--- config.mk ---
export PLATFORM = sky130hd
export DESIGN_NAME = dmem_io_param
export DESIGN_NICKNAME = d
export VERILOG_FILES = /design/src/rtl/dmem_io_param.sv
export SDC_FILE = /design/constraint.sdc
export NUM_CORES = 2
export LEC_CHECK = 0
export ABC_AREA = 0
export CAP_MARGIN = 20
export CELL_PAD_IN_SITES_DETAIL_PLACEMENT = 1
export CELL_PAD_IN_SITES_GLOBAL_PLACEMENT = 1
export CORE_MARGIN = 8
export CORE_UTILIZATION = 60
export DETAILED_ROUTE_END_ITERATION = 16
export MAX_ROUTING_LAYER = met4
export PLACE_DENSITY_LB_ADDON = 0.1
export SLEW_MARGIN = 0
export SYNTH_ARGS = -nofsm -noshare
export SYNTH_HDL_FRONTEND = slang
export SYNTH_SLANG_ARGS = --single-unit
--- constraint.sdc ---
create_clock -name clock -period 5.8 [get_ports clock]
set_input_delay 0.87 -clock clock [delete_from_list [all_inputs] [get_ports clock]]
set_output_delay 0.87 -clock clock [all_outputs]
set_load 0.02 [all_outputs]
--- src/rtl/dmem_io_param.sv ---
// dmem_io_param: parameterised single-port data memory with memory-mapped 7-segment digits and debounced switches.
// Optional sticky bounds-error output `err` is built when DMEM_IO_BOUNDS_ERR_EN is defined.
module dmem_io_param #(
  parameter int              WIDTH    = 16,
  parameter int              DEPTH    = 128,
  parameter logic [WIDTH-1:0] IO_BASE = 16'hFFF0,
  parameter int              NUM_SW   = 2,
  parameter int              NUM_DISP = 1,
  parameter int              DEBOUNCE = 4
) (
  input  logic                  clock,
  input  logic                  reset,
  input  logic [WIDTH-1:0]      addr,
  input  logic [WIDTH-1:0]      wdata,
  input  logic                  write,
  input  logic                  read,
  input  logic [NUM_SW-1:0]     sw,
  output logic [WIDTH-1:0]      rdata,
  output logic [7*NUM_DISP-1:0] disp_seg
`ifdef DMEM_IO_BOUNDS_ERR_EN
  ,
  output logic                  err
`endif
);

  localparam int AW = (DEPTH > 1) ? $clog2(DEPTH) : 1;
  localparam int CW = $clog2(DEBOUNCE + 1);
  localparam logic [WIDTH-1:0] DEPTH_W = WIDTH'(DEPTH);

  // Bus strobes: read and write are single-cycle level strobes with no
  // backpressure; an access is taken on every rising edge it is high, rdata is
  // valid the cycle after a read edge and holds until the next read edge.

  logic [WIDTH-1:0] mem [DEPTH];
  logic [3:0]       disp_q [NUM_DISP];

  logic [NUM_SW-1:0] sync1, sync2, sw_db, chg, accept;
  logic [CW-1:0]     cnt [NUM_SW];

  logic [WIDTH-1:0] io_off;
  logic [AW-1:0]    ram_idx;
  logic             is_ram, is_io, is_disp, is_status, is_flags, mapped;
  logic [3:0]       disp_rd;
  logic [WIDTH-1:0] rd_next;
  logic             clr_flags;

  // Offset is taken only after the base compare, so IO_BASE+15 at the top of
  // the address space never wraps.
  always_comb begin
    io_off    = addr - IO_BASE;
    is_ram    = addr < DEPTH_W;
    is_io     = (addr >= IO_BASE) && (io_off < WIDTH'(16));
    is_disp   = is_io && (io_off < WIDTH'(NUM_DISP));
    is_status = is_io && (io_off == WIDTH'(8));
    is_flags  = is_io && (io_off == WIDTH'(9));
    mapped    = is_ram | is_disp | is_status | is_flags;
    ram_idx   = addr[AW-1:0];
    clr_flags = read && is_flags;
  end

  always_comb begin
    disp_rd = '0;
    for (int k = 0; k < NUM_DISP; k++) begin
      if (io_off[2:0] == 3'(k)) disp_rd = disp_q[k];
    end
  end

  always_comb begin
    rd_next = '0;
    if (is_ram)         rd_next = mem[ram_idx];
    else if (is_disp)   rd_next = WIDTH'(disp_rd);
    else if (is_status) rd_next = WIDTH'(sw_db);
    else if (is_flags)  rd_next = WIDTH'(chg);
  end

  // RAM contents survive reset.
  always_ff @(posedge clock) begin
    if (!reset && write && is_ram) mem[ram_idx] <= wdata;
  end

  always_ff @(posedge clock) begin
    if (reset) begin
      rdata <= '0;
      for (int k = 0; k < NUM_DISP; k++) disp_q[k] <= '0;
    end else begin
      if (read) rdata <= rd_next;
      for (int k = 0; k < NUM_DISP; k++) begin
        if (write && is_disp && (io_off[2:0] == 3'(k))) disp_q[k] <= wdata[3:0];
      end
    end
  end

  always_comb begin
    for (int i = 0; i < NUM_SW; i++) begin
      accept[i] = (sync2[i] != sw_db[i]) && (cnt[i] == CW'(DEBOUNCE - 1));
    end
  end

  // A flag raised on the same edge as a clearing read wins over the clear.
  always_ff @(posedge clock) begin
    if (reset) begin
      sync1 <= '0;
      sync2 <= '0;
      sw_db <= '0;
      chg   <= '0;
      for (int i = 0; i < NUM_SW; i++) cnt[i] <= '0;
    end else begin
      sync1 <= sw;
      sync2 <= sync1;
      for (int i = 0; i < NUM_SW; i++) begin
        if (sync2[i] != sw_db[i]) begin
          if (accept[i]) begin
            sw_db[i] <= sync2[i];
            cnt[i]   <= '0;
          end else begin
            cnt[i] <= cnt[i] + CW'(1);
          end
        end else begin
          cnt[i] <= '0;
        end
      end
      chg <= (clr_flags ? '0 : chg) | accept;
    end
  end

  function automatic logic [6:0] hex7(input logic [3:0] v);
    case (v)
      4'h0: hex7 = 7'b1000000;
      4'h1: hex7 = 7'b1111001;
      4'h2: hex7 = 7'b0100100;
      4'h3: hex7 = 7'b0110000;
      4'h4: hex7 = 7'b0011001;
      4'h5: hex7 = 7'b0010010;
      4'h6: hex7 = 7'b0000010;
      4'h7: hex7 = 7'b1111000;
      4'h8: hex7 = 7'b0000000;
      4'h9: hex7 = 7'b0010000;
      4'hA: hex7 = 7'b0001000;
      4'hB: hex7 = 7'b0000011;
      4'hC: hex7 = 7'b1000110;
      4'hD: hex7 = 7'b0100001;
      4'hE: hex7 = 7'b0000110;
      default: hex7 = 7'b0001110;
    endcase
  endfunction

  always_comb begin
    disp_seg = '0;
    for (int k = 0; k < NUM_DISP; k++) disp_seg[7*k +: 7] = hex7(disp_q[k]);
  end

`ifdef DMEM_IO_BOUNDS_ERR_EN
  always_ff @(posedge clock) begin
    if (reset) begin
      err <= 1'b0;
    end else if (((read || write) && !mapped) || (write && (is_status || is_flags))) begin
      err <= 1'b1;
    end
  end
`endif

endmodule

Word-level counts from Yosys, hierarchy flattened
Memory sizes are Yosys's and may differ from the RTL's.
Cells that the tools add are included.
- word-level logic and storage cells: 89
- memories kept: 4
- register bits: 24
- memory bits (writable): 2058
- bits in read-only memories: 112
- memories (name ; words ; bits a word ; rd ports ; clocked after memory_dff ; wr ports ; line ; source):
    mem ; 128 ; 16 ; 1 ; 0 ; 1 ; 34 ; logic [WIDTH-1:0] mem [DEPTH];
    (no name shown) ; 16 ; 7 ; 1 ; 0 ; 0 ; 127 ; case (v)
    cnt ; 2 ; 3 ; 2 ; 0 ; 2 ; 38 ; logic [CW-1:0] cnt [NUM_SW];
    disp_q ; 1 ; 4 ; 1 ; 0 ; 1 ; 35 ; logic [3:0] disp_q [NUM_DISP];
- reduce and logical (&&, ||, !) cells: 16
- order comparisons: 4
- eq/ne operators: 6
- muxes and demuxes: 43
- add/subtract/negate cells: 3
- bitwise operators: 7
- operators with widths (operator ; number):
    $eq A16 B4 Y1 const B ; 2
    $mux W1 ; 30
    $mux W3 ; 6
    $ge A16 B16 Y1 const B ; 1
    $lt A16 B1 Y1 const B ; 1
    $lt A16 B5 Y1 const B ; 1
    $lt A16 B8 Y1 const B ; 1
    $mux W16 ; 1
    $sub A16 B16 Y16 const B ; 1
    $mux W4 ; 3
    $logic_and A1 B1 Y1 ; 11
    $add A3 B1 Y3 const B ; 2
    $eq A3 B2 Y1 const B ; 2
    $mux W2 ; 3
    $or A1 B1 Y1 ; 6
    $reduce_and A2 Y1 ; 2
    $reduce_or A4 Y1 ; 1
    $logic_not A3 Y1 ; 1
    $ne A1 B1 Y1 ; 2
    $or A2 B2 Y2 ; 1
    $logic_not A1 Y1 ; 1

Logic depth before layout (Yosys ltp)
- depth in word-level cells: 11
- mapped depth: 13
- depth with buffers taken out: 7

Least setup slack after synthesis
Ideal clock, no wire load.
- path type: in2reg
- start point: in addr[2]
- end point: mem mem[107][0], enable pin
- setup slack: 2281 ps
- arrival: 3130 ps
- cell stages on the path: 7
- setup time: 388 ps
- data required time: 5412 ps
- cells stage by stage: buf_2 > buf_2 > clkbuf_1 > nor4b_1 > nand3_1 > clkbuf_1 > nor2_1
- word-level cells in the longest chain between the ends: 4
- RTL lines (what ; line ; source):
    start: declaration ; 13 ; input logic [WIDTH-1:0] addr,
    $lt A16 B8 Y1 ; 51 ; is_ram = addr < DEPTH_W;
    $logic_and A1 B1 Y1 ; 78 ; if (!reset && write && is_ram) mem[ram_idx] <= wdata;
    $mux W1 ; 78 ;
    $mux W1 (not written as such) ; 78 ;
    end: declaration ; 34 ;
Parallel ways exist; a longest one is shown, timed or not.

Worst setup path after layout
- start point: in addr[4]
- end point: reg rdata[2]
- word-level cells in the longest chain between the ends: 6
- elaborated cells between the ends (all ways): 10
- RTL lines (what ; line ; source):
    $sub A16 B16 Y16 ; 50 ; io_off = addr - IO_BASE;
    $lt A16 B5 Y1 ; 52 ; is_io = (addr >= IO_BASE) && (io_off < WIDTH'(16));
    $logic_and A1 B1 Y1 ; 52 ;
    $logic_and A1 B1 Y1 ; 53 ; is_disp = is_io && (io_off < WIDTH'(NUM_DISP));
    $mux W4 ; 71 ; else if (is_disp) rd_next = WIDTH'(disp_rd);
    $mux W16 (*) ; 70 ; if (is_ram) rd_next = mem[ram_idx];
    end signal: assignment ; 86 ; if (read) rdata <= rd_next;
    end: declaration ; 18 ; output logic [WIDTH-1:0] rdata,
Mark *: on every way between the ends. The rest lies on a longest branch, timed or not.
A chain may end at the register's enable or synchronous reset.

==> results.sh <==
export IMPL_status="finished clean"
export IMPL_synth_top_area_share_pct=75.06
export IMPL_htreeDepth=4
export IMPL_stdcell_area_um2=92370
export IMPL_die_width_um=386.4
export IMPL_slew_violations=0
export IMPL_synthArstFlopShare_pct=0
export IMPL_tightestPinTransition_ns=1.188
export IMPL_syn_cell_area_um2=82340
export IMPL_finalSetupTns_ns=0
export IMPL_nNetsFinal=4674
export IMPL_clkSinkCount=2082
export IMPL_area_delta_synth_final_pct=12.19
export IMPL_r2r_start="mem[37][2]"
export IMPL_rsz0062_at_grt="false"
export IMPL_fin_skew_ns=0.03727
export IMPL_max_freq_mhz=243.6
export IMPL_cts_setup_buffers=0
export IMPL_first_global_vias=47140
export IMPL_end_kind="flop"
export IMPL_core_um2=136800
export IMPL_r2r_cells=7
export IMPL_initial_utilization_pct=60.18
export IMPL_synth_edff_count=2058
export IMPL_cp_arrival_ns=4.78
export IMPL_power_ir_vdd_worst_v=0.0003456
export IMPL_cts_resized=0
export IMPL_wl_um=250600
export IMPL_vias_per_cell=6.977
export IMPL_min_period_over_period_pct=70.78
export IMPL_die_area_um2=149300
export IMPL_grt_max_degree=90
export IMPL_first_pass_iters=5
export IMPL_ctsHoldBuffers=0
export IMPL_whs_ns=0.4422
export IMPL_crit_start="addr[4]"
export IMPL_clock_latency_ns=0.84
export IMPL_antenna_found_initial=13
export IMPL_hold_viol=0
export IMPL_pre_cts_slack_ns=1.137
export IMPL_synth_area_top_cells="edfxtp_1 75%, mux4_2 7.1%, mux2i_1 5.2%"
export IMPL_min_from="wdata[15]"
export IMPL_start_kind="input pin"
export IMPL_numCtsBuffers=205
export IMPL_register_area_um2=62280
export IMPL_io_pins=61
export IMPL_chipHeight_um=386.4
export IMPL_drt_iter0_markers=6345
export IMPL_p_leak_nw=30.29
export IMPL_cts_tree="done"
export IMPL_drive_above_1_share_pct=19.61
export IMPL_root_buffer="clkbuf_16"
export IMPL_gp_congestion=0.8970
export IMPL_setup_ws_ns=1.695
export IMPL_worstHoldPathCells=1
export IMPL_yosys_area_top_type="edfxtp_1"
export IMPL_postSynthCellCount=4328
export IMPL_ys_warn_count=0
export IMPL_ys_seq_elements=2082
export IMPL_period_needed_ns=4.105
export IMPL_critPathKind="input pin to flop"
export IMPL_finalSetupViolCount=0
export IMPL_fillers=11180
export IMPL_multi_input_area_um2=18220
export IMPL_place_area_um2=85760
export IMPL_grt_total_usage_pct=33.88
export IMPL_critPathMaxFanout=19
export IMPL_avgSynthCellArea_um2=19.02
export IMPL_cts_buffer_depth=3
export IMPL_ys_seq_area_share_pct=75.64
export IMPL_total_power_mw=31.32
export IMPL_port_buffers=60
export IMPL_synth_distinct_cells=70
export IMPL_relSlewSlack_pct=20.78
export IMPL_drc_errors=0
export IMPL_hold_class="input pin to flop"
export IMPL_grt_pass1_wl_um=353300
export IMPL_num_rows=136
export IMPL_grt_ovfl_total=0
export IMPL_num_vias=46010
export IMPL_clkSlewWorstSetupHoldPaths_ns=0.06
export IMPL_postRouteAntennaNets=0
export IMPL_wl_per_cell_um=38.00
export IMPL_crit_required_ns=6.48
export IMPL_synth_ff_type="edfxtp_1"
export IMPL_maxCapViolations=0
export IMPL_hpwlAfterDp_um=150200
export IMPL_p_per_area_nw_per_um2=339.0
==> worst paths after layout <==
kind                            slack (ns)           to
worst min register to register        0.48     sync2[1]
worst max register to register        2.59     rdata[2]
worst min-delay path                  0.44  mem[57][15]
worst max-delay path                  1.69     rdata[2]
==> where the power goes <==
part / leakage (nW) / switching, mW / internal (mW)
clock network: 3.19 / 5.66 / 7.40
registers: 18.7 / 0.00848 / 16.5
logic: 8.40 / 1.21 / 0.506
total: 30.3 / 6.88 / 24.4
==> layout make-up <==
class	count	area share, %
Inverter	9	0.03928
Multi-Input combinational cell	1984	19.72
Timing Repair Buffer	344	3.286
Clock buffer	263	6.003
Clock inverter	111	1.084
Tap cell	1794	2.430
Sequential cell	2082	67.42
Antenna cell	7	0.01896
==> Yosys cell counts (7+ instances only) <==
cell type and count:
edfxtp_1 2058, mux2i_1 431, mux4_2 259, nand2_1 215
nor2_1 210, a21oi_1 156, a22oi_1 105, clkbuf_1 90
o21ai_0 80, nand3_1 64, mux2_2 59, buf_2 54
buf_6 43, o2111ai_1 37, a311oi_1 31, nor3_1 29
o211ai_1 26, a211oi_1 25, dfxtp_1 24, a22o_1 21
nand4_1 21, buf_8 20, o22ai_1 20, buf_1 19
nor2b_1 19, buf_4 17, mux4_1 17, a221oi_1 15
buf_12 15, nand2b_1 15, nor4_1 12, ha_1 10
and2_1 9, a221oi_2 8, a22oi_2 8, inv_1 8
nand3b_1 8, o21ai_1 8, a32oi_1 7
==> layout by cell type, fill, tap and decap left out, types with 37 or more instances in the layout <==
| master | n |
|---|---|
| nand3_1 | 64 |
| o21ai_0 | 80 |
| clkbuf_1 | 45 |
| nand2_1 | 213 |
| clkinv_1 | 49 |
| o2111ai_1 | 37 |
| mux4_2 | 259 |
| clkdlybuf4s50_1 | 41 |
| edfxtp_1 | 2058 |
| a21oi_1 | 156 |
| mux2i_1 | 431 |
| mux2_2 | 59 |
| buf_4 | 274 |
| a22oi_1 | 105 |
| nor2_1 | 208 |
| clkbuf_16 | 211 |
==> state kept, by name, summed over array words and instances, names as in the netlist <==
register / flops
sync2: 2
sw_db: 2
chg: 2
sync1: 2
rdata: 16
cnt: 6
disp_q: 4
mem: 2048
==> critical path, cell delays in order <==
cell	delay, ns
clkdlybuf4s50_1	0.85
nand2b_2	0.83
buf_4	0.39
o22ai_1	0.16
o21ai_0	0.80
nand2_1	0.39
a2111oi_2	0.35
a2111oi_2	0.08
==> cell families (layout without fill, tap and decap cells) <==
kind of cell,after synthesis,after routing,share of synthesized area [%]
other,1,13,0.004554
muxes,767,767,13.69
adders and majority gates,10,10,0.1520
AOI/OAI and AO/OA,577,577,4.822
DFF,2082,2082,75.64
buffers and inverters,267,727,2.339
xor gates and xnor gates,2,2,0.02128
and+or+nand+nor,622,622,3.334
==> stage by stage <==
stage | util (%) | instances
after detailed placement | 62.68 | 6211
after floorplan | - | 4333
after global routing | 67.52 | 6592
final | 67.52 | 6594
after global placement | 62.66 | 6208
after CTS | 67.47 | 6585
==> routing by layer <==
metal,routed length [µm],vias to the layer above,global-route usage [%]
met4,13230,0,14.97
met2,119000,3069,52.41
met5,0,-,-
li1,-,18220,-
met3,25400,637,6.009
met1,92960,24080,44.76
Note: power is estimated with default switching activity, not from simulation.
